===== src/rtl/ysyx_22041461_wbu.sv =====
// Write-back unit: picks the result source, writes the GPR file and retires
// the instruction; loads park in WAIT_MEM until data returns or times out.
module ysyx_22041461_wbu (
   input  logic        clk,
   input  logic        rst,
   input  logic        in_valid,
   output logic        in_ready,
   input  logic [4:0]  in_rd,
   input  logic [3:0]  in_sel,
   input  logic [63:0] in_dest,
   input  logic [63:0] in_pc,
   input  logic [63:0] in_snpc,
   input  logic [63:0] in_imm,
   input  logic [63:0] in_csr,
   input  logic        mem_rvalid,
   input  logic [63:0] mem_rdata,
   output logic        reg_wen,
   output logic [4:0]  reg_rd,
   output logic [63:0] reg_wdata,
   output logic        retire,
   output logic [63:0] retire_pc,
   output logic [31:0] pend_mask,
   output logic [63:0] inst_cnt,
   output logic        err_spur,
   output logic        err_tmo
);

   typedef enum logic {IDLE, WAIT_MEM} state_t;

   state_t      state, state_nxt;
   logic [7:0]  wcnt, wcnt_nxt;
   logic [4:0]  lat_rd, lrd_nxt;
   logic [63:0] lat_pc, lpc_nxt;
   logic        wen_nxt, ret_nxt, tmo_nxt, spur_nxt;
   logic [4:0]  rd_nxt;
   logic [63:0] wdata_nxt, rpc_nxt;
   logic [63:0] sel_val;
   logic        sel_ok;
   logic        accept;

   assign in_ready = (state == IDLE);
   assign accept   = in_valid & in_ready;

   always_comb begin
      sel_val = '0;
      case (in_sel)
         4'd1:    sel_val = in_dest;
         4'd2:    sel_val = in_pc;
         4'd3:    sel_val = in_snpc;
         4'd4:    sel_val = in_imm;
         4'd7:    sel_val = 64'd1;
         4'd8:    sel_val = in_csr;
         default: sel_val = '0;
      endcase
   end

   assign sel_ok = (in_sel >= 4'd1) && (in_sel <= 4'd8);

   always_comb begin
      state_nxt = state;
      wcnt_nxt  = wcnt;
      lrd_nxt   = lat_rd;
      lpc_nxt   = lat_pc;
      wen_nxt   = 1'b0;
      ret_nxt   = 1'b0;
      rd_nxt    = reg_rd;
      wdata_nxt = reg_wdata;
      rpc_nxt   = retire_pc;
      tmo_nxt   = err_tmo;
      spur_nxt  = err_spur;
      unique case (state)
         IDLE: begin
            spur_nxt = err_spur | mem_rvalid;
            if (accept) begin
               lrd_nxt = in_rd;
               lpc_nxt = in_pc;
               if (in_sel == 4'd5) begin
                  state_nxt = WAIT_MEM;
                  wcnt_nxt  = '0;
               end else begin
                  wen_nxt = sel_ok && (in_rd != 5'd0);
                  ret_nxt = 1'b1;
                  rpc_nxt = in_pc;
                  if (wen_nxt) begin
                     rd_nxt    = in_rd;
                     wdata_nxt = sel_val;
                  end
               end
            end
         end
         WAIT_MEM: begin
            if (mem_rvalid) begin
               state_nxt = IDLE;
               wen_nxt   = (lat_rd != 5'd0);
               ret_nxt   = 1'b1;
               rpc_nxt   = lat_pc;
               if (wen_nxt) begin
                  rd_nxt    = lat_rd;
                  wdata_nxt = mem_rdata;
               end
            end else begin
               wcnt_nxt = wcnt + 8'd1;
               // the 255th silent wait cycle gives up on the load
               if (wcnt == 8'hfe) begin
                  state_nxt = IDLE;
                  tmo_nxt   = 1'b1;
                  ret_nxt   = 1'b1;
                  rpc_nxt   = lat_pc;
               end
            end
         end
         default: state_nxt = IDLE;
      endcase
   end

   always_ff @(posedge clk) begin
      if (rst) begin
         state     <= IDLE;
         wcnt      <= '0;
         lat_rd    <= '0;
         lat_pc    <= '0;
         reg_wen   <= 1'b0;
         reg_rd    <= '0;
         reg_wdata <= '0;
         retire    <= 1'b0;
         retire_pc <= '0;
         inst_cnt  <= '0;
         err_spur  <= 1'b0;
         err_tmo   <= 1'b0;
      end else begin
         state     <= state_nxt;
         wcnt      <= wcnt_nxt;
         lat_rd    <= lrd_nxt;
         lat_pc    <= lpc_nxt;
         reg_wen   <= wen_nxt;
         reg_rd    <= rd_nxt;
         reg_wdata <= wdata_nxt;
         retire    <= ret_nxt;
         retire_pc <= rpc_nxt;
         inst_cnt  <= inst_cnt + {63'd0, ret_nxt};
         err_spur  <= spur_nxt;
         err_tmo   <= tmo_nxt;
      end
   end

   assign pend_mask = (state == WAIT_MEM && lat_rd != 5'd0)
                    ? (32'd1 << lat_rd) : 32'd0;

endmodule


===== config.mk =====
export PLATFORM = sky130hd
export DESIGN_NAME = ysyx_22041461_wbu
export DESIGN_NICKNAME = d
export VERILOG_FILES = /design/src/rtl/ysyx_22041461_wbu.sv
export SDC_FILE = /design/constraint.sdc
export NUM_CORES = 1
export LEC_CHECK = 0
export CAP_MARGIN = 20
export CORE_AREA = 2 2 246 248
export CTS_BUF_LIST = sky130_fd_sc_hd__clkbuf_16
export CTS_CLUSTER_DIAMETER = 120
export DETAILED_ROUTE_END_ITERATION = 10
export DIE_AREA = 0 0 248 250
export PLACE_DENSITY = 0.57
export SKIP_CTS_REPAIR_TIMING = 1
export SYNTH_ARGS = -nofsm -noshare
export SYNTH_HDL_FRONTEND = slang
export SYNTH_SLANG_ARGS = --single-unit

===== constraint.sdc =====
create_clock -name clk -period 6.8 [get_ports clk]
set_input_delay 1.02 -clock clk [delete_from_list [all_inputs] [get_ports clk]]
set_output_delay 1.02 -clock clk [all_outputs]
set_load 0.01 [all_outputs]

**Word level (Yosys, flattened, before mapping)**

Index checks and enable logic that the tools add are counted.

- Latch bits: 0
- Word-level logic and storage cells: 84
- Memory bits (writable): 0
- ROM bits: 0
- Bits in registers: 279
- Memories kept: 0
- Output and inout port bits: 234
- Input port bits: 397

- Multiplexer cells: 37
- Equal/unequal tests: 16
- $mul: 0
- Add/subtract/negate cells: 2
- Divide/modulo/power cells: 0
- Reduce and logical (&&, ||, !) cells: 10
- Shift-type cells: 1
- Magnitude comparators: 2
- Bitwise operators: 4

Operators by type and width:

| kind | count |
|---|---|
| $mux W64 | 9 |
| $pmux W64 S6 | 1 |
| $pmux W64 S2 | 2 |
| $add A64 B1 Y64 | 1 |
| $mux W32 | 1 |
| $shl A1 B5 Y32 const A | 1 |
| $mux W5 | 5 |
| $mux W8 | 3 |
| $pmux W8 S2 | 1 |
| $eq A4 B3 Y1 const B | 3 |
| $mux W1 | 11 |
| $pmux W5 S2 | 1 |
| $reduce_bool A5 Y1 | 2 |
| $reduce_and A3 Y1 | 3 |
| $add A8 B1 Y8 const B | 1 |
| $eq A4 B2 Y1 const B | 2 |
| $eq A8 B8 Y1 const B | 1 |
| $ne A2 B1 Y1 const B | 4 |
| $ne A2 B2 Y1 const B | 3 |
| $pmux W1 S2 | 3 |
| $reduce_and A5 Y1 | 1 |
| $eq A4 B1 Y1 const B | 1 |
| $eq A4 B4 Y1 const B | 1 |
| $ge A4 B1 Y1 const B | 1 |
| 7 further kinds | 10 |

**Longest topological paths before layout**

Gate-level depths: netlist of run 1.

- Word-level depth: 7
- Depth in mapped cells: 16
- Mapped depth without buffers: 12

**Worst setup path before layout of run 1**

OpenSTA, ideal clock, no wires.

- Kind: input to register
- Start point: input port in_sel[3]
- End point: register inst_cnt[58]
- Stages: 14
- Data arrival time: 3,726 ps
- Path buffers: 4
- Setup slack: 3,004 ps
- Library setup time: 70 ps
- Required time: 6,730 ps
- Path through: buf_2 > nand4bb_1 > a21oi_1 > a21oi_1 > clkbuf_1 > clkbuf_1 > ha_1 > ha_1 > nand2_1 > nor2_1 > nand3_2 > clkbuf_1 > or4_1 > a21oi_1

- Longest elaborated chain between the ends: 5

Ends and longest elaborated chain:

| what | RTL line | RTL |
|---|---|---|
| start: declaration | 9 | `input logic [3:0] in_sel,` |
| $eq A4 B3 Y1 | 77 | `if (in_sel == 4'd5) begin` |
| $mux W1 | 77 |  |
| $mux W1 | 74 | `if (accept) begin` |
| $pmux W1 S2 | 71 | `unique case (state)` |
| named net ret_nxt | 34 | `logic wen_nxt, ret_nxt, tmo_nxt, spur_nxt;` |
| $add A64 B1 Y64 | 140 | `inst_cnt <= inst_cnt + {63'd0, ret_nxt};` |
| end signal: assignment | 140 |  |
| end: declaration | 23 | `output logic [63:0] inst_cnt,` |

The timed path passes the listed nets, and every way through them passes these cells.
A chain may end at the register's enable or synchronous reset.

**Final worst setup path of run 1**

- Start point: register state
- End point: output port pend_mask[6]

- Longest elaborated chain between the ends: 2

Ends and longest elaborated chain:

| what | RTL line | RTL |
|---|---|---|
| start: declaration | 30 | `state_t state, state_nxt;` |
| start signal: assignment | 131 | `state <= state_nxt;` |
| $logic_and A1 B1 Y1 | 146 | `assign pend_mask = (state == WAIT_MEM && lat_rd != 5'd0)` |
| $mux W32 | 147 | `? (32'd1 << lat_rd) : 32'd0;` |
| end: declaration | 22 | `output logic [31:0] pend_mask,` |

Every way passes these cells.

==> results of run 1 <==
## final timing paths
| kind | start | cells after the start | end |
|---|---|---|---|
| setup reg to reg | state$_SDFF_PP0_ | 7 | reg_wdata[50]$_SDFFE_PP0P_ |
| hold reg to reg | lat_pc[34]$_SDFFE_PP0P_ | 2 | lat_pc[34]$_SDFFE_PP0P_ |
| setup / recovery | state$_SDFF_PP0_ | 4 | pend_mask[6] |
| hold / removal | lat_pc[34]$_SDFFE_PP0P_ | 2 | lat_pc[34]$_SDFFE_PP0P_ |
## power groups by stage
| stage | Combinational, W | Sequential [W] | Clock [W] |
|---|---|---|---|
| 3_5_place_dp | 0.000823 | 0.00181 | 0 |
| 3_3_place_gp | 0.000812 | 0.00181 | 0 |
| 6_report | 0.000822 | 0.00178 | 0.00178 |
| 5_1_grt | 0.000872 | 0.00179 | 0.00190 |
| 4_1_cts | 0.000826 | 0.00178 | 0.00183 |
| 2_1_floorplan | 0.000299 | 0.00183 | 0 |
## metal layers
metal  part of all wire (%)  vias to the layer above  global-route usage [%]
met5                  0.047                        -                       0
met4                    2.8                        4                    5.95
met3                    7.3                       97                    3.69
met2                     49                      657                    34.5
met1                     41                     7361                    24.1
li1                       -                     7207                       -
## area by class of cell
type                            instances  area [sq um]  area share, %
Multi-Input combinational cell       1198          7920           35.8
Timing Repair Buffer                  649          6480           29.3
Sequential cell                       279          5590           25.3
Tap cell                              782           978           4.43
Clock buffer                           37           926           4.19
Clock inverter                         19           134          0.606
Inverter                               14          52.6          0.238
Antenna cell                            4          10.0         0.0453
## sequential cells by signal, indices dropped and copies added, names as in the netlist
register   count
state          1
retire_pc     64
retire         1
err_tmo        1
wcnt           8
err_spur       1
inst_cnt      64
reg_rd         5
lat_pc        64
reg_wdata     64
lat_rd         5
reg_wen        1
## cell usage after synthesis (5+ instances only)
cell type,count
dfxtp_1,279
nand2_1,238
nor2_1,147
clkbuf_1,121
a21oi_1,114
nor3_1,79
a211oi_1,69
mux2i_1,69
a222oi_1,64
a311oi_2,64
a21o_1,63
a22oi_1,63
nand3_1,24
o21ai_0,22
or3_1,21
or4_1,21
nand4_1,19
buf_2,17
o31ai_1,16
xnor2_1,16
inv_1,14
xor2_1,14
nor2b_1,11
buf_6,9
nand2b_1,8
buf_1,6
nor4_1,6
nand3b_1,5
## kinds of logic (layout without fill, tap and decap cells)
kind of cell	count (synthesis)	count (layout)	synth area share, %
simple gates	611	611	20.4
compound gates	483	483	27.8
flops	279	279	39.5
buf+inv	170	719	5.20
mux	69	69	4.88
xor+xnor	30	30	1.86
fa+ha+maj	4	4	0.354
other cells	1	5	0.0265
## per-stage QoR
stage / area, sq um / setup slack (ns)
global placement: 21000 / 2.48
detailed placement: 21000 / 2.38
global route: 22100 / 2.64
finish: 22100 / 2.80
floorplan: 14100 / 3.00
CTS: 22100 / 2.76
## tightest hold or removal path, stage by stage, from the launching register on
cell     delay [ns]
dfxtp_1        0.31
nand2_1        0.05
a21oi_1        0.05
==> flow_summary.toml, run 1 <==
[critical_path]
endpoint_kind = "output pin"
cp_top_family = "simple AND/OR/NAND/NOR gates"
worst_ep_required_time_ns = 5.78
cp-start-kind = "flop"
arrival_ns = 2.98
crit_slowest_cell = "or4b_2"
path_buf_inv = 2
slowest_delay_ns = 0.80
path_max_fanout = 29
crit_type = "reg2out"
crit_chain = "inv_1 -> or4b_2 -> nor2_1 -> clkdlybuf4s50_1"
worst-r2r-setup-slack_ns = 3.52

[clocking]
clk_pin_slew_ns = 0.06
cts_sinks = 279
cts_tree = "built"
cts_made_buffers = 35
insertion_delay_ns = 0.53
root_buffer = "clkbuf_16"
clockBufferDepth = 3
htreeDepth = 2

[timing]
drv_slew = 0
holdWs_ns = 0.452
finClkSkew_ns = 0.0198
final-setup-viol-count = 0
post-route-period-util_pct = 58.8
rsz0062_at_grt = "false"
fmax_mhz = 250
worst_slew_pin_slew_ns = 1.17
fin_crit_ns = 4.00
hold_violations = 0
tns_ns = 0
max_slew_margin_pct = 21.9

[global_route]
grt_pass1_vias = 14800
grt_overflow = 0
antenna_found_initial = 7
grt_max_degree = 155
grt_pass1_wl_microns = 93300
grt.total_usage_pct = 19.7

[detailed_routing]
drt_first_pass_iters = 8
ant_nets = 0
drc = 0
route.vias.total = 15300
drt_iter0_drc = 1216
vias_per_cell = 5.14
totalWireLength_microns = 64000
post_drt_wl_per_cell_microns = 21.4

[synthesis]
synth_area_leader_cell = "dfxtp_1"
async_flop_share_pct = 0
syn_nets = 2048
yosys.area.top_type_share_pct = 39.5
yosys_warnings = 0
yosys-top-cells-area = "dfxtp_1 (39%), a311oi_2 (6.8%), nand2_1 (6.3%), mux2i_1 (4.9%), a222oi_1 (4.5%)"
netlist_area_sq_um = 14100
yosys.cell_types.count = 55
synth_seq_area_share_pct = 39.5
synthFlopType = "dfxtp_1"
avgSynthCellArea_sq_um = 8.59
ys_seq_elements = 279
synthCells = 1647
synth-edff-count = 0

[finish]
layout.nets = 2578
drive_gt1_share_pct = 7.06
final_cell_mix = "clkdlybuf4s50_1 (628), dfxtp_1 (278), nand2_1 (238)"
fin_cells = 2982
fin_util_pct = 37.1
fillers = 6043
final_common_cell = "clkdlybuf4s50_1"
syn_to_final_growth_pct = 56.2

[pwr]
power_w = 0.00438
power_frac_seq_pct = 40.6
p_switching_w = 0.00117
comb_power_share_pct = 18.8
p_per_area_nw_per_um2 = 198
swShare_pct = 26.7
peakVddDrop_mv = 0.130
p_clk_share_pct = 40.6
leakage_nw = 6.98
intPower_w = 0.00321

[die]
boundaryPins = 631
initial_core_util_pct = 23.7
placementRows = 90
coreArea_sq_um = 59600
dieArea_sq_um = 62000
die_y_microns = 250
die_w_microns = 248

[flow_run]
maxCapViolCount = 0

[place]
post-dp-hpwl_microns = 46700
portBuffers = 629
gp_congestion = 0.890
dp.cells = 2922

[hold_path]
hp-class = "reg2reg"

[run_status]
status = "complete, no violations"
(Power assumes the default switching activity.)
==> inputs of run 2 (changes only) <==
--- a/config.mk
+++ b/config.mk
@@ -6,12 +6,12 @@
 export NUM_CORES = 1
 export LEC_CHECK = 0
 export CAP_MARGIN = 20
-export CORE_AREA = 2 2 246 248
+export CORE_AREA = 2 2 247 249
 export CTS_BUF_LIST = sky130_fd_sc_hd__clkbuf_16
 export CTS_CLUSTER_DIAMETER = 120
 export DETAILED_ROUTE_END_ITERATION = 10
-export DIE_AREA = 0 0 248 250
-export PLACE_DENSITY = 0.57
+export DIE_AREA = 0 0 249 251
+export PLACE_DENSITY = 0.56
 export SKIP_CTS_REPAIR_TIMING = 1
 export SYNTH_ARGS = -nofsm -noshare
 export SYNTH_HDL_FRONTEND = slang
==> constraint.sdc (replaced) <==
create_clock -name clk -period 4.05 [get_ports clk]
set_input_delay 0.6075 -clock clk [delete_from_list [all_inputs] [get_ports clk]]
set_output_delay 0.6075 -clock clk [all_outputs]
set_load 0.01 [all_outputs]
==> flow_summary.toml, run 2 (same netlist as run 1, synthesis figures left out) <==
[detailed_routing]
drt_first_pass_iters = 10
drc = 0
drt_iter0_drc = 1203
totalWireLength_microns = 64700
post_drt_wl_per_cell_microns = 21.6
vias_per_cell = 5.10
route.vias.total = 15300
ant_nets = 0

[finish]
post-route-cell-area_sq_um = 22200
layout.nets = 2591
fillers = 6063
multiInputGateArea_sq_um = 7920
final_common_cell = "clkdlybuf4s50_1"
regArea_sq_um = 5590
final_cell_mix = "clkdlybuf4s50_1 (628), dfxtp_1 (278), nand2_1 (238)"
drive_gt1_share_pct = 7.64
syn_to_final_growth_pct = 57.1

[place]
post-dp-hpwl_microns = 47500
gp_congestion = 0.858
portBuffers = 629
placed_area_sq_um = 21100

[clocking]
clk_pin_slew_ns = 0.05
root_buffer = "clkbuf_16"
insertion_delay_ns = 0.53
cts_made_buffers = 36
cts_sinks = 279
cts_tree = "built"
clockBufferDepth = 3
htreeDepth = 2

[global_route]
grt_max_degree = 92
grt_overflow = 0
antenna_found_initial = 14
grt.total_usage_pct = 19.6
grt_pass1_vias = 14800
grt_pass1_wl_microns = 93400

[timing]
hold_violations = 0
worst_slew_pin_slew_ns = 1.14
rsz0062_at_grt = "false"
drv_slew = 0
post-route-period-util_pct = 84.3
max_slew_margin_pct = 23.7
fmax_mhz = 293
finClkSkew_ns = 0.0181
final-setup-viol-count = 0
fin_crit_ns = 3.42
tns_ns = 0

[run_status]
status = "complete, no violations"

[critical_path]
endpoint_kind = "output pin"
crit_type = "reg2out"
worstSetupStartpoint = "lat_rd[1]$_SDFFE_PP0P_"
r2r_cells = 12
path_max_fanout = 10
cp-start-kind = "flop"
rr_startpoint = "wcnt[0]$_SDFFE_PP0P_"
cp-endpoint = "pend_mask[2]"
worst_ep_required_time_ns = 3.44
arrival_ns = 2.81
worst-r2r-setup-slack_ns = 1.04
r2r-end = "inst_cnt[42]$_SDFF_PP0_"

[die]
coreArea_sq_um = 59800
boundaryPins = 631
dieArea_sq_um = 62500
placementRows = 90
die_y_microns = 251
die_w_microns = 249
initial_core_util_pct = 23.6

[pwr]
peakVddDrop_mv = 0.195
p_per_area_nw_per_um2 = 332
leakage_nw = 7.07

[flow_run]
maxCapViolCount = 0

[hold_path]
hp-class = "reg2reg"
-- run 2: power by group --
part,internal (W),switching [W]
combinational,0.000745,0.000651
sequential,0.00290,0.0000805
clock,0.00177,0.00123
total,0.00541,0.00197
-- run 2: how the worst min path moves through the flow --
stage,startpoint,cells past startpoint,to
4_1_cts,lat_pc[1]$_SDFFE_PP0P_,2,lat_pc[1]$_SDFFE_PP0P_
5_1_grt,lat_pc[31]$_SDFFE_PP0P_,2,lat_pc[31]$_SDFFE_PP0P_
2_1_floorplan,lat_pc[0]$_SDFFE_PP0P_,2,lat_pc[0]$_SDFFE_PP0P_
3_5_place_dp,lat_pc[10]$_SDFFE_PP0P_,2,lat_pc[10]$_SDFFE_PP0P_
6_report,lat_pc[6]$_SDFFE_PP0P_,2,lat_pc[6]$_SDFFE_PP0P_
3_3_place_gp,lat_pc[46]$_SDFFE_PP0P_,2,lat_pc[46]$_SDFFE_PP0P_
-- run 2: cell type report --
cell class,count,area share [%]
Inverter,14,0.237
Antenna cell,5,0.0563
Clock buffer,37,4.17
Timing Repair Buffer,661,29.7
Multi-Input combinational cell,1198,35.6
Sequential cell,279,25.2
Tap cell,782,4.40
Clock inverter,24,0.681
-- run 2: layer usage --
metal	share of wire (%)	GRT usage, %	vias to the layer above
met1	39	22.3	7268
met3	7.6	5.26	130
met5	0.17	0	-
met4	4.1	8.14	16
li1	-	-	7247
met2	49	34.6	630
-- run 2: critical path, stage by stage, from the launching register on --
cell and delay [ns]:
dfxtp_1 0.58, or3_4 0.27, or4b_2 0.74, nor2_1 0.14
clkdlybuf4s50_1 0.55
-- run 2: per-stage QoR --
stage / hold slack [ns] / power (W) / setup WS, ns / util (%) / std cells
floorplan: 0.436 / 0.00358 / 0.666 / - / 1647
global placement: 0.441 / 0.00443 / 0.601 / 35.3 / 2934
detailed placement: 0.446 / 0.00444 / 0.569 / 35.3 / 2934
CTS: 0.454 / 0.00747 / 0.531 / 37.1 / 2995
global route: 0.470 / 0.00768 / 0.463 / 37.1 / 2998
finish: 0.453 / 0.00737 / 0.634 / 37.2 / 3000
==> inputs of run 3 (changes only) <==
==> constraint.sdc (replaced) <==
create_clock -name clk -period 3.3 [get_ports clk]
set_input_delay 0.495 -clock clk [delete_from_list [all_inputs] [get_ports clk]]
set_output_delay 0.495 -clock clk [all_outputs]
set_load 0.01 [all_outputs]
==> flow_summary.toml, run 3 (same netlist as run 1, synthesis figures left out) <==
[run_status]
status = "complete, no violations"

[pwr]
p_switching_w = 0.00243
swShare_pct = 26.8
leakage_nw = 7.19
comb_power_share_pct = 19.2
peakVddDrop_mv = 0.277
intPower_w = 0.00664
power_frac_seq_pct = 40.3
p_per_area_nw_per_um2 = 404
p_clk_share_pct = 40.6

[clocking]
insertion_delay_ns = 0.54
root_buffer = "clkbuf_16"
clk_pin_slew_ns = 0.06
cts_sinks = 279
cts_made_buffers = 35
clockBufferDepth = 3
htreeDepth = 2
cts_tree = "built"

[critical_path]
cp-start-kind = "flop"
cp_top_family = "simple AND/OR/NAND/NOR gates"
worst_ep_required_time_ns = 2.80
arrival_ns = 2.67
crit_slowest_cell = "or4b_2"
slowest_delay_ns = 0.83
crit_type = "reg2out"
path_buf_inv = 2
crit_chain = "inv_1 -> or4b_2 -> nor2_1 -> clkdlybuf4s50_1"
path_max_fanout = 10
endpoint_kind = "output pin"

[finish]
fin_cells = 3016
final_common_cell = "clkdlybuf4s50_1"
drive_gt1_share_pct = 8.24
layout.nets = 2607
regArea_sq_um = 5590
syn_to_final_growth_pct = 58.7
final_cell_mix = "clkdlybuf4s50_1 (628), dfxtp_1 (278), nand2_1 (238)"
fin_util_pct = 37.5
fillers = 6049
multiInputGateArea_sq_um = 7920

[flow_run]
maxCapViolCount = 0

[die]
dieArea_sq_um = 62500
placementRows = 90
die_w_microns = 249
coreArea_sq_um = 59800
boundaryPins = 631
initial_core_util_pct = 23.6
die_y_microns = 251

[detailed_routing]
vias_per_cell = 5.08
route.vias.total = 15300
ant_nets = 0
drt_iter0_drc = 1168
drc = 0
drt_first_pass_iters = 11
totalWireLength_microns = 64800
post_drt_wl_per_cell_microns = 21.5

[timing]
finClkSkew_ns = 0.0123
max_slew_margin_pct = 30.4
fin_crit_ns = 3.17
post-route-period-util_pct = 96.0
worst_slew_pin_slew_ns = 1.04
hold_violations = 0
rsz0062_at_grt = "false"
final-setup-viol-count = 0
drv_slew = 0
fmax_mhz = 316

[place]
gp_congestion = 0.864
portBuffers = 629
dp.cells = 2951
post-dp-hpwl_microns = 47700

[global_route]
grt_overflow = 0
antenna_found_initial = 11
grt_pass1_vias = 14900
grt_pass1_wl_microns = 93900
grt_max_degree = 76
grt.total_usage_pct = 19.7

[hold_path]
hp-class = "in2reg"
run 3: changes by cell type in the layout (fill, tap and decap cells not counted), moves of 3 or more:
| cell | before | now |
|---|---|---|
| buf_12 | 4 | 12 |
| inv_6 | 0 | 3 |
| buf_4 | 28 | 37 |
| clkinv_2 | 4 | 0 |
| diode_2 | 5 | 2 |
| inv_1 | 24 | 29 |
run 3: power by group through the flow:
stage | sequential, W | combinational (W) | clock (W)
floorplan | 0.00377 | 0.000617 | 0
global placement | 0.00372 | 0.00173 | 0
detailed placement | 0.00372 | 0.00175 | 0
CTS | 0.00365 | 0.00176 | 0.00382
global route | 0.00367 | 0.00185 | 0.00393
finish | 0.00365 | 0.00174 | 0.00368
run 3: through the flow:
stage               instance area [sq um]  setup TNS, ns  setup slack [ns]  hold slack [ns]  total power, W
floorplan                           14100              0            0.0285            0.436         0.00439
global placement                    21400              0            0.0125            0.441         0.00545
detailed placement                  21400        -0.0514           -0.0514            0.446         0.00548
CTS                                 22400              0            0.0884            0.357         0.00923
global route                        22400              0           0.00157            0.388         0.00945
finish                              22400              0             0.131            0.378         0.00907
run 3: final timing paths:
kind                                               from                      end  slack [ns]  cells after the start
worst max-delay path                   state$_SDFF_PP0_             pend_mask[3]        0.13                      4
worst min-delay path                                rst  inst_cnt[15]$_SDFF_PP0_        0.38                      2
worst max register to register     wcnt[0]$_SDFFE_PP0P_  inst_cnt[30]$_SDFF_PP0_        0.42                     13
worst min register to register  lat_pc[32]$_SDFFE_PP0P_  lat_pc[32]$_SDFFE_PP0P_        0.45                      2
run 3: cell type report:
cell class              instances  share of cell area [%]
repair buffers                678                    30.4
inverters                      14                   0.234
flip-flops and latches        279                    24.9
clock buffers                  35                    3.90
well taps                     782                    4.36
multi-input cells            1198                    35.3
diodes                          2                  0.0223
clock inverters                28                   0.903
run 3: worst register-to-register path, stage by stage, from the launching register on:
cell and delay [ns]:
dfxtp_1 0.34, inv_1 0.07, ha_1 0.13, nand3_1 0.06, or2_2 0.32, a21oi_4 0.16
ha_1 0.21, ha_1 0.18, nand2_1 0.08, nor2_1 0.17, nand3_2 0.33, buf_4 0.28
or3_1 0.31, a21oi_1 0.14
run 3: layer usage:
layer  up-vias  GRT usage [%]  part of all wire (%)
met3       124           4.50                   7.8
met5         -              0                  0.16
met4        16           8.62                   4.4
met2       697           35.0                    50
li1       7276              -                     -
met1      7205           22.5                    38
